File: src/rtl/kernel_launcher_pkg.sv
// Shared definitions for the kernel launcher: FSM state encoding and the
// default parameter values used by kernel_launcher.
package kernel_launcher_pkg;

  typedef enum logic [1:0] {
    IDLE   = 2'd0,
    LAUNCH = 2'd1,
    RUN    = 2'd2,
    EMIT   = 2'd3
  } state_t;

  localparam int DEF_DATA_WIDTH     = 8;
  localparam int DEF_CNT_WIDTH      = 16;
  localparam int DEF_CYC_WIDTH      = 32;
  localparam int DEF_TIMEOUT_CYCLES = 1000000;

endpackage

File: src/rtl/launch_cycle_counter.sv
// Saturating, synchronously clearable cycle counter used to time one kernel
// run.
//   clk, rst   : clock, asynchronous active-low reset
//   clr        : load zero (wins over en)
//   en         : count up by one, holding at all-ones
//   count      : current value
//   count_inc  : value count will take on the next enabled cycle (saturated)
module launch_cycle_counter #(
  parameter int WIDTH = 32
) (
  input  logic             clk,
  input  logic             rst,
  input  logic             clr,
  input  logic             en,
  output logic [WIDTH-1:0] count,
  output logic [WIDTH-1:0] count_inc
);

  assign count_inc = (&count) ? count : count + 1'b1;

  always_ff @(posedge clk or negedge rst) begin
    if (!rst)      count <= '0;
    else if (clr)  count <= '0;
    else if (en)   count <= count_inc;
  end

endmodule

File: src/rtl/kernel_launcher.sv
// Batch launcher for a start/done style kernel. Accepts a command with a run
// count, launches the kernel that many times in sequence, and streams out one
// result per run (kernel output, run latency, run index). A watchdog aborts
// the batch if a run takes too long.
//   clk, rst                 : clock, asynchronous active-low reset
//   cmd_valid/ready/runs     : batch request
//   ap_start/ready/done      : kernel control handshake
//   kernel_out               : kernel result, sampled on ap_done
//   res_valid/ready/data/cycles/index : result stream
//   busy, batch_done, timeout : status
module kernel_launcher
  import kernel_launcher_pkg::*;
#(
  parameter int DATA_WIDTH     = DEF_DATA_WIDTH,
  parameter int CNT_WIDTH      = DEF_CNT_WIDTH,
  parameter int CYC_WIDTH      = DEF_CYC_WIDTH,
  parameter int TIMEOUT_CYCLES = DEF_TIMEOUT_CYCLES
) (
  input  logic                  clk,
  input  logic                  rst,
  input  logic                  cmd_valid,
  output logic                  cmd_ready,
  input  logic [CNT_WIDTH-1:0]  cmd_runs,
  output logic                  ap_start,
  input  logic                  ap_ready,
  input  logic                  ap_done,
  input  logic [DATA_WIDTH-1:0] kernel_out,
  output logic                  res_valid,
  input  logic                  res_ready,
  output logic [DATA_WIDTH-1:0] res_data,
  output logic [CYC_WIDTH-1:0]  res_cycles,
  output logic [CNT_WIDTH-1:0]  res_index,
  output logic                  busy,
  output logic                  batch_done,
  output logic                  timeout
);

  localparam logic [CYC_WIDTH-1:0] TO_LIM = CYC_WIDTH'(TIMEOUT_CYCLES);

  state_t                 state, state_nxt;
  logic [CNT_WIDTH-1:0]   run_cnt, run_idx, run_idx_inc;
  logic [CYC_WIDTH-1:0]   cyc, cyc_inc;
  logic                   accept, launch_hs, done_run, to_hit, xfer, last;

  assign accept      = cmd_valid && (state == IDLE);
  assign launch_hs   = (state == LAUNCH) && ap_ready;
  assign done_run    = (state == RUN) && ap_done;
  // cyc_inc already counts the current RUN cycle, so it is the latency
  // including the ap_done cycle and reaches the limit on the Nth RUN cycle.
  assign to_hit      = (TIMEOUT_CYCLES != 0) && (state == RUN) && !ap_done &&
                       (cyc_inc >= TO_LIM);
  assign xfer        = (state == EMIT) && res_ready;
  assign run_idx_inc = run_idx + 1'b1;
  assign last        = (run_idx_inc == run_cnt);

  launch_cycle_counter #(.WIDTH(CYC_WIDTH)) u_cnt (
    .clk       (clk),
    .rst       (rst),
    .clr       (launch_hs),
    .en        (state == RUN),
    .count     (cyc),
    .count_inc (cyc_inc)
  );

  always_ff @(posedge clk or negedge rst) begin
    if (!rst) state <= IDLE;
    else      state <= state_nxt;
  end

  always_comb begin
    state_nxt = state;
    unique case (state)
      IDLE:    if (accept && (cmd_runs != '0)) state_nxt = LAUNCH;
      LAUNCH:  if (ap_ready)                   state_nxt = RUN;
      RUN: begin
        if (ap_done)     state_nxt = EMIT;
        else if (to_hit) state_nxt = IDLE;
      end
      EMIT:    if (res_ready) state_nxt = last ? IDLE : LAUNCH;
      default: state_nxt = IDLE;
    endcase
  end

  always_comb begin
    cmd_ready = (state == IDLE);
    ap_start  = (state == LAUNCH);
    res_valid = (state == EMIT);
    busy      = (state != IDLE);
  end

  always_ff @(posedge clk or negedge rst) begin
    if (!rst) begin
      run_cnt    <= '0;
      run_idx    <= '0;
      res_data   <= '0;
      res_cycles <= '0;
      res_index  <= '0;
      batch_done <= 1'b0;
      timeout    <= 1'b0;
    end else begin
      // Empty batch, last transfer, or watchdog abort all end the batch.
      batch_done <= (accept && (cmd_runs == '0)) || (xfer && last) || to_hit;
      if (accept)      timeout <= 1'b0;
      else if (to_hit) timeout <= 1'b1;
      if (accept && (cmd_runs != '0)) begin
        run_cnt <= cmd_runs;
        run_idx <= '0;
      end
      if (done_run) begin
        res_data   <= kernel_out;
        res_cycles <= cyc_inc;
        res_index  <= run_idx;
      end
      if (xfer) run_idx <= run_idx_inc;
    end
  end

endmodule

File: config.mk
export PLATFORM = sky130hd
export DESIGN_NAME = kernel_launcher
export DESIGN_NICKNAME = d
export VERILOG_FILES = /design/src/rtl/kernel_launcher_pkg.sv /design/src/rtl/launch_cycle_counter.sv /design/src/rtl/kernel_launcher.sv
export SDC_FILE = /design/constraint.sdc
export NUM_CORES = 1
export LEC_CHECK = 0
export BUFFER_PORTS_ARGS = -buffer_cell sky130_fd_sc_hd__buf_4
export CORE_MARGIN = 2
export CORE_UTILIZATION = 52
export DETAILED_ROUTE_END_ITERATION = 6
export PLACE_DENSITY_LB_ADDON = 0.25
export SLEW_MARGIN = 10
export SYNTH_ARGS = -nofsm -noshare
export SYNTH_HDL_FRONTEND = slang
export SYNTH_SLANG_ARGS = --single-unit
File: constraint.sdc
create_clock -name clk -period 2.5 [get_ports clk]
set_input_delay 0.625 -clock clk [delete_from_list [all_inputs] [get_ports clk]]
set_output_delay 0.625 -clock clk [all_outputs]
set_load 0.01 [all_outputs]
==> run_results.csv, run 1 <==
group,metric,value,unit
detailed_routing,drt_first_pass_iters,5,
finish,fin_nets,913,
detailed_routing,vias,6186,
worst_setup_path,required,2800,ps
floorplan,io_pins,92,
global_routing,gr-total-overflow,0,
worst_setup_path,critPathArrivalTime,2940,ps
worst_setup_path,critPathSlowestCell,"dfrtp_1",
detailed_routing,drtIter0Drc,471,
yosys,ys.flop_type,"dfrtp_1",
sta,max_slew_margin,0.555,
detailed_routing,vias_per_cell,5.80,
worst_setup_path,endpoint_kind,"register",
placement,hpwl,12500,um
pwr,powerDensity,872,nW/um^2
clocking,cts_tree,"built",
global_routing,grt_pass1_wl,30200,um
yosys,syn-cell-area,6660,sq um
finish,diodes,0,
yosys,synth_edf_count,0,
global_routing,grt_pass1_vias,6230,
yosys,async_flop_share,1.00,
worst_setup_path,worstSetupPathType,"register to register",
sta,grt_setup_unrepaired,"true",
outcome,status,"finished with violations",
yosys,synth-seq-cells,124,
floorplan,die_y,117,um
worst_setup_path,cp_top_family,"simple AND/OR/NAND/NOR gates",
worst_setup_path,path_common_cell,"nand2_1",
finish,fillers,901,
placement,port_buffers,91,
run,drv_cap,0,
global_routing,grt_start_max_net_pins,125,
global_routing,antenna_found_initial,0,
worst_setup_path,cp-start-kind,"register",
clocking,clk_latency,430,ps
hold_path,worstHoldPathType,"primary input to async pin",
finish,postLayoutCoreUtil,0.724,
outcome,violations,"negative setup slack",
sta,setup_violations,3,
pwr,leakagePower,0.00423,uW
yosys,synth_cell_type_count,59,
sta,worstMarginPinSlew,667,ps
yosys,synthMostInstantiatedCell,"dfrtp_1",
worst_setup_path,critPathMaxFanout,8,
yosys,synth_seq_area_share,0.466,
yosys,netlist_top_cells_count,"dfrtp_1 (124), o21ai_0 (98), nand2_1 (95)",
yosys,synth_top_cell_by_area,"dfrtp_1",
clocking,cts_root_buffer,"clkbuf_16",
sta,max_freq,379,MHz
worst_setup_path,path_cells,"ha_2 -> and4_4 -> nand4_4 -> o311ai_1 -> xor2_1 -> nand2_1 -> a21oi_2 -> nor4b_4 -> buf_4 -> o211ai_1 -> nand2_1",
finish,drive_above_1_share,0.377,
pwr,irDropWorstVdd,0.494,mV
finish,synthToLayoutAreaGrowth,36.8,%
yosys,syn_inst,694,
floorplan,num_rows,41,
clocking,h-tree-depth,4,
detailed_routing,drc,0,
yosys,synth_nets,726,
clocking,cts_buffers,17,
sta,min_period,2640,ps
clocking,cts.sinks,124,
detailed_routing,drtAntennaViolNets,0,
worst_setup_path,max_stage_delay,350,ps
placement,finalWeightedCongestion,0.958,
yosys,netlist.area_leader.share,0.466,
clocking,clk_pin_slew_worst_paths,60,ps
floorplan,initial_core_util,0.530,
sta,hold_violations,0,
yosys,syn_avg_cell_area,9.59,sq um
sta,setup_ws,-138,ps
floorplan,die_w,117,um
placement,pre_cts_slack,-139,ps
detailed_routing,wl_per_cell,17.3,um
global_routing,grt_usage,0.283,
clocking,postCtsHoldBufs,0,
sta,finalMaxSlewViolations,0,
yosys,yosys_warnings,0,
worst_setup_path,critPathBufInv,1,
floorplan,die_area,13700,sq um
sta,clock_skew,13.4,ps
clocking,clk_path_buf_depth,2,
yosys,synth.area.top_cells,"dfrtp_1 (47%), mux2_2 (7.4%), o21ai_0 (7.4%), nand2_1 (5.4%), xnor2_1 (4.7%)",
detailed_routing,routed_wl,18500,um
sta,fin_crit_sh,1.06,
floorplan,core_area,12600,sq um
[placed cells by master, fill, tap and decap left out, types with 4 or more instances in the layout]
cell / n
a21oi_1: 13
a31oi_1: 8
and3_1: 8
and4_1: 6
buf_4: 208
clkbuf_16: 17
clkinv_2: 4
dfrtp_1: 121
inv_1: 6
mux2_2: 44
nand2_1: 93
nand3_1: 23
nand4_1: 18
nor2_1: 39
nor3_1: 7
nor4_1: 6
o21ai_0: 97
o21ai_1: 4
o31ai_1: 13
or2_2: 5
xnor2_1: 34
xor2_1: 23
[per-stage QoR]
| step | area [sq um] | total power (uW) | TNS, ps | hold WS, ps | std cells |
|---|---|---|---|---|---|
| finish | 9100 | 7940 | -309 | 291 | 1066 |
| global route | 9100 | 8370 | -706 | 362 | 1066 |
| CTS | 9000 | 7940 | -133 | 332 | 1060 |
| global placement | 8270 | 5340 | -251 | 465 | 1020 |
| detailed placement | 8270 | 5460 | -400 | 471 | 1020 |
| floorplan | 6730 | 4310 | 0 | 329 | 694 |
[registers in the layout, indices dropped and copies added, names as in the netlist]
register,flops
batch_done,1
state,2
timeout,1
res_cycles,32
res_data,8
run_idx,16
run_cnt,16
res_index,16
u_cnt.count,32
[what timing repair did]
action,CTS,global route
setup buffers,8,6
endpoints found under the setup margin,3,5
gates resized for setup,14,17
pin swaps,10,6
[worst paths after layout]
path                                             from                     endpoint  slack (ps)  cells past startpoint
min                                               rst    res_index[13]$_DFFE_PN0P_         290                      2
min reg2reg                res_cycles[22]$_DFFE_PN0P_   res_cycles[22]$_DFFE_PN0P_         480                      2
max                        u_cnt.count[0]$_DFFE_PN0P_         batch_done$_DFF_PN0_        -140                     11
max reg2reg                u_cnt.count[0]$_DFFE_PN0P_         batch_done$_DFF_PN0_        -140                     11
min in group clk                        kernel_out[3]      res_data[3]$_DFFE_PN0P_         430                      2
max in group asynchronous                         rst  u_cnt.count[25]$_DFFE_PN0P_        1690                      2
[per-layer routing]
layer  vias to the layer above  routed length (um)  part of all wire  global-route usage
met5                         -                   0                 0                   0
met4                         0                 604             0.033               0.129
met3                        60                1180             0.064              0.0613
met2                       261                9110              0.49               0.473
met1                      2996                7570              0.41               0.354
li1                       2869                   -                 -                   -
[final cells by class]
class                   count  area [sq um]  area share
clock buffers              22           474      0.0521
well taps                 172           215      0.0236
repair buffers            213          1640       0.181
flip-flops and latches    124          3110       0.341
inverters                   6          22.5     0.00247
clock inverters            10           114      0.0125
multi-input cells         519          3530       0.388
[cell families (layout without fill, tap and decap cells)]
logic type | Yosys count | after routing | share of synthesized area
AOI/OAI and AO/OA | 163 | 163 | 0.145
xor gates and xnor gates | 59 | 59 | 0.0776
adders and majority gates | 2 | 2 | 0.00376
buffers and inverters | 51 | 251 | 0.0342
DFF | 124 | 124 | 0.466
muxes | 47 | 47 | 0.0790
and+or+nand+nor | 248 | 248 | 0.194
[worst reg2reg max path, cell delays in order, from the launching register on]
cell,delay [ps]
dfrtp_1,350
ha_2,190
and4_4,270
nand4_4,240
o311ai_1,350
xor2_1,290
nand2_1,130
a21oi_2,210
nor4b_4,80
buf_4,130
o211ai_1,190
nand2_1,70
[report_power, final]
| group | switching (uW) | internal [uW] |
|---|---|---|
| clock | 872 | 1540 |
| combinational | 1410 | 1250 |
| sequential | 352 | 2510 |
No activity file was read; power rests on OpenSTA's default activity.
==> run 2, diff against run 1 <==
--- a/config.mk
+++ b/config.mk
@@ -9,6 +9,7 @@
 export CORE_MARGIN = 2
 export CORE_UTILIZATION = 52
 export DETAILED_ROUTE_END_ITERATION = 6
+export MAX_ROUTING_LAYER = met4
 export PLACE_DENSITY_LB_ADDON = 0.25
 export SLEW_MARGIN = 10
 export SYNTH_ARGS = -nofsm -noshare
==> constraint.sdc (replaced) <==
create_clock -name clk -period 2.3 [get_ports clk]
set_input_delay 0.575 -clock clk [delete_from_list [all_inputs] [get_ports clk]]
set_output_delay 0.575 -clock clk [all_outputs]
set_load 0.01 [all_outputs]
==> run 2 against run 1 <==
Against the previous run:
- the run still ends with negative setup slack left
- design area up 6.0%
- clock power up 9.1%
- via count up 5.2%
- sequential power up 9.4%
- die area unchanged
- critical endpoint is now state[1]$_DFFE_PN0P_
- highest routed layer unchanged
- sequential share of layout area down 2.0 points
==> run_results.csv, run 2 (synthesized netlist as in run 1, its figures left out) <==
group,metric,value,unit
sta,hold_violations,0,
floorplan,die_w,117,um
finish,synthToLayoutAreaGrowth,45.1,%
detailed_routing,drtAntennaViolNets,0,
clocking,cts.sinks,124,
placement,place_area,8530,sq um
detailed_routing,routed_wl,20200,um
sta,max_slew_margin,0.697,
clocking,clk_latency,420,ps
global_routing,grt_usage,0.307,
detailed_routing,drt_first_pass_iters,5,
global_routing,antenna_found_initial,0,
finish,layout_common_cells,"buf_4 (254), dfrtp_1 (123), o21ai_0 (92)",
worst_setup_path,cp-start-kind,"register",
placement,port_buffers,91,
finish,final_cells,1115,
sta,max_freq,375,MHz
outcome,violations,"negative setup slack",
worst_setup_path,rr_worst_depth,12,
worst_setup_path,worstSetupPathType,"register to register",
finish,drive_above_1_share,0.431,
floorplan,io_pins,92,
sta,clock_skew,9.02,ps
worst_setup_path,required,2610,ps
global_routing,grt_start_max_net_pins,43,
finish,postLayoutCoreUtil,0.768,
finish,reg_top3,"res_cycles (32), u_cnt.count (32)",
hold_path,worstHoldPathType,"primary input to async pin",
sta,min_period,2670,ps
placement,dp_cells,1052,
placement,finalWeightedCongestion,0.883,
clocking,cts_root_buffer,"clkbuf_16",
worst_setup_path,critPathMaxFanout,4,
outcome,status,"finished with violations",
floorplan,die_area,13700,sq um
pwr,powerDensity,917,nW/um^2
global_routing,grt_pass1_wl,31600,um
global_routing,grt_pass1_vias,6430,
sta,grt_setup_unrepaired,"true",
finish,fin_nets,962,
run,drv_cap,0,
sta,worstMarginPinSlew,454,ps
sta,fin_crit_sh,1.16,
finish,stdcell_area,9660,sq um
clocking,cts_buffers,17,
global_routing,gr-total-overflow,0,
floorplan,initial_core_util,0.530,
finish,fillers,838,
detailed_routing,drc,0,
detailed_routing,vias,6507,
clocking,cts_tree,"built",
floorplan,die_y,117,um
sta,setup_violations,4,
pwr,leakagePower,0.00455,uW
pwr,irDropWorstVdd,0.735,mV
clocking,clk_pin_slew_worst_paths,60,ps
detailed_routing,vias_per_cell,5.84,
placement,hpwl,13400,um
floorplan,num_rows,41,
clocking,h-tree-depth,4,
clocking,clk_path_buf_depth,2,
sta,tns,-1110,ps
sta,hold_ws,94.0,ps
worst_setup_path,critPathArrivalTime,2980,ps
worst_setup_path,endpoint_kind,"register",
finish,layout_commonest_cell,"buf_4",
detailed_routing,drtIter0Drc,517,
floorplan,core_area,12600,sq um
sta,setup_ws,-368,ps
sta,finalMaxSlewViolations,0,
finish,diodes,0,
detailed_routing,wl_per_cell,18.2,um
[run 2: path summary, 6_finish.rpt]
check,start,end,slack [ps]
max,u_cnt.count[26]$_DFFE_PN0P_,state[1]$_DFFE_PN0P_,-370
min,rst,run_idx[8]$_DFFE_PN0P_,90
max reg2reg,u_cnt.count[26]$_DFFE_PN0P_,state[1]$_DFFE_PN0P_,-370
min reg2reg,res_cycles[23]$_DFFE_PN0P_,res_cycles[23]$_DFFE_PN0P_,480
max in group asynchronous,rst,u_cnt.count[8]$_DFFE_PN0P_,1550
min in group clk,kernel_out[3],res_data[3]$_DFFE_PN0P_,380
[run 2: metal layers]
metal / GRT usage / vias up / part of all wire
met1: 0.372 / 3198 / 0.40
met4: 0.144 / 0 / 0.039
met5: - / - / 0
met3: 0.0587 / 77 / 0.057
met2: 0.497 / 280 / 0.51
li1: - / 2952 / -
[run 2: repair_timing]
action	in CTS	in global routing
hold endpoints to repair	0	0
buffers inserted	20	11
endpoints found under the setup margin	7	16
hold buffers	0	0
gates resized for setup	37	29
pin swaps	27	22
[run 2: stage by stage]
stage                     setup slack [ps]  power (uW)
after floorplan                       -196        4690
after CTS                             -242        8760
after global routing                  -504        9290
after global placement                -385        5880
final                                 -368        8850
after detailed placement              -409        6010
[run 2: power breakdown]
| group | switching (uW) | internal (uW) | leakage (uW) |
|---|---|---|---|
| logic | 1650 | 1440 | 0.00261 |
| clock network | 985 | 1640 | 0.000283 |
| registers | 400 | 2730 | 0.00166 |
[run 2: critical path: stages (launching register included)]
cell	delay [ps]
dfrtp_1	370
nand4_1	140
buf_4	170
nor2_2	200
buf_4	210
buf_4	130
a21o_1	170
o21ai_1	100
a21oi_1	150
nand4b_1	200
o211ai_1	360
o21ai_1	140
a31o_1	210
[run 2: area by class of cell]
type,instances,area (sq um),share of cell area
Clock buffer,21,460,0.0477
Multi-Input combinational cell,519,3710,0.384
Sequential cell,124,3100,0.321
Tap cell,172,215,0.0223
Clock inverter,11,118,0.0122
Timing Repair Buffer,262,2020,0.210
Inverter,6,22.5,0.00233
==> run 3, diff against run 2 <==
--- a/config.mk
+++ b/config.mk
@@ -11,6 +11,7 @@
 export DETAILED_ROUTE_END_ITERATION = 6
 export MAX_ROUTING_LAYER = met4
 export PLACE_DENSITY_LB_ADDON = 0.25
+export SKIP_LAST_GASP = 1
 export SLEW_MARGIN = 10
 export SYNTH_ARGS = -nofsm -noshare
 export SYNTH_HDL_FRONTEND = slang
==> run 3 against run 2 <==
Against the previous run:
- the run still ends with negative setup slack left
- critical path depth unchanged
- wire length decreased by 0.14%
- power about the same
- combinational power about the same
- hold slack about the same
- clock skew about the same
- sequential share of layout area about the same
- critical path type unchanged
- critical endpoint unchanged
==> run_results.csv, run 3 (synthesized netlist as in run 1, its figures left out) <==
group,metric,value,unit
sta,setup_violations,4,
floorplan,core_area,12600,sq um
worst_setup_path,ff2ff_setup_slack,-380,ps
pwr,leakagePower,0.00455,uW
sta,finalMaxSlewViolations,0,
sta,clock_skew,9.07,ps
placement,pre_cts_slack,-409,ps
floorplan,initial_core_util,0.530,
floorplan,die_y,117,um
run,drv_cap,0,
pwr,powerDensity,917,nW/um^2
detailed_routing,routed_wl,20200,um
outcome,status,"finished with violations",
global_routing,antenna_found_initial,0,
global_routing,grt_pass1_wl,31600,um
floorplan,die_w,117,um
hold_path,worstHoldPathType,"primary input to async pin",
global_routing,gr-total-overflow,0,
outcome,violations,"negative setup slack",
detailed_routing,drtAntennaViolNets,0,
sta,max_slew_margin,0.699,
clocking,cts_tree,"built",
clocking,h-tree-depth,4,
global_routing,grt_pass1_vias,6430,
sta,worstMarginPinSlew,452,ps
pwr,irDropWorstVdd,0.737,mV
detailed_routing,vias_per_cell,5.82,
sta,fin_crit_sh,1.16,
finish,reg_top3,"res_cycles (32), u_cnt.count (32)",
sta,hold_ws,94.0,ps
placement,hpwl,13400,um
placement,finalWeightedCongestion,0.883,
finish,fillers,840,
worst_setup_path,rr_worst_depth,12,
worst_setup_path,cp-start-kind,"register",
detailed_routing,drtIter0Drc,531,
clocking,cts.sinks,124,
placement,port_buffers,91,
sta,max_freq,373,MHz
worst_setup_path,critPathMaxFanout,4,
worst_setup_path,endpoint_kind,"register",
pwr,finalPower,8850,uW
detailed_routing,vias,6488,
finish,diodes,0,
clocking,cts_root_buffer,"clkbuf_16",
finish,fin_nets,962,
detailed_routing,drc,0,
finish,layout_common_cells,"buf_4 (254), dfrtp_1 (123), o21ai_0 (93)",
finish,seq_area,3100,sq um
clocking,clk_latency,420,ps
finish,layout_commonest_cell,"buf_4",
finish,synthToLayoutAreaGrowth,44.9,%
sta,hold_violations,0,
finish,multi_input_area,3700,sq um
worst_setup_path,critPathArrivalTime,2990,ps
sta,setup_ws,-379,ps
worst_setup_path,worstSetupPathType,"register to register",
worst_setup_path,r2r-end,"state[1]$_DFFE_PN0P_",
detailed_routing,drt_first_pass_iters,5,
sta,min_period,2680,ps
sta,grt_setup_unrepaired,"true",
worst_setup_path,r2r-start,"u_cnt.count[26]$_DFFE_PN0P_",
clocking,clk_path_buf_depth,2,
global_routing,grt_usage,0.307,
floorplan,io_pins,92,
worst_setup_path,required,2610,ps
clocking,postCtsHoldBufs,0,
global_routing,grt_start_max_net_pins,43,
floorplan,die_area,13700,sq um
detailed_routing,wl_per_cell,18.1,um
floorplan,num_rows,41,
clocking,clk_pin_slew_worst_paths,60,ps
finish,drive_above_1_share,0.428,
clocking,cts_buffers,17,
run 3: changes by cell type in the layout (fill, tap and decap cells not counted):
cell | before | now
nor2_1 | 36 | 37
xnor2_1 | 31 | 32
o21ai_0 | 92 | 93
xnor2_2 | 5 | 4
o21ai_1 | 9 | 8
nor2_2 | 6 | 5
run 3: worst max path at each step:
stage	from	endpoint	slack [ps]	cells past startpoint
6_report	u_cnt.count[26]$_DFFE_PN0P_	state[1]$_DFFE_PN0P_	-380	12
5_1_grt	u_cnt.count[26]$_DFFE_PN0P_	state[1]$_DFFE_PN0P_	-500	12
4_1_cts	u_cnt.count[15]$_DFFE_PN0P_	timeout$_DFFE_PN0P_	-240	9
2_1_floorplan	u_cnt.count[0]$_DFFE_PN0P_	batch_done$_DFF_PN0_	-200	10
3_5_place_dp	u_cnt.count[6]$_DFFE_PN0P_	batch_done$_DFF_PN0_	-410	10
3_3_place_gp	u_cnt.count[20]$_DFFE_PN0P_	state[1]$_DFFE_PN0P_	-390	10
run 3: final cells by class:
| class | count | area share |
|---|---|---|
| Timing Repair Buffer | 262 | 0.210 |
| Sequential cell | 124 | 0.322 |
| Inverter | 6 | 0.00233 |
| Multi-Input combinational cell | 519 | 0.384 |
| Clock buffer | 21 | 0.0477 |
| Tap cell | 172 | 0.0223 |
| Clock inverter | 11 | 0.0122 |
run 3: routing by layer:
metal	share of wire	GRT usage	vias up
li1	-	-	2954
met1	0.40	0.372	3173
met2	0.51	0.497	281
met3	0.057	0.0587	80
met4	0.038	0.144	0
met5	0	-	-
run 3: power by group:
group / internal, uW / leakage, uW / switching [uW]
clock network: 1640 / 0.000283 / 984
registers: 2730 / 0.00166 / 401
logic: 1440 / 0.00261 / 1650
total: 5810 / 0.00455 / 3030
run 3: worst max-delay path: stages, from the launching register on:
cell and delay [ps]:
dfrtp_1 370, nand4_1 140, buf_4 170, nor2_2 200
buf_4 210, buf_4 130, a21o_1 170, o21ai_1 100
a21oi_1 150, nand4b_1 200, o211ai_1 360, o21ai_1 140
a31o_1 210
run 3: what timing repair did:
action                                  in CTS  in global routing
endpoints found under the setup margin       7                 16
buffers inserted                            20                 11
endpoints found under the hold margin        0                  0
pin swaps                                   27                 22
resized for setup                           37                 26
run 3: stage by stage:
step / TNS [ps] / instance area, sq um / cells / util
after global routing: -2020 / 9650 / 1115 / 0.767
after global placement: -1220 / 8530 / 1052 / 0.679
after detailed placement: -1490 / 8530 / 1052 / 0.679
after floorplan: -572 / 6750 / 694 / -
final: -1120 / 9650 / 1115 / 0.767
after CTS: -718 / 9450 / 1104 / 0.752
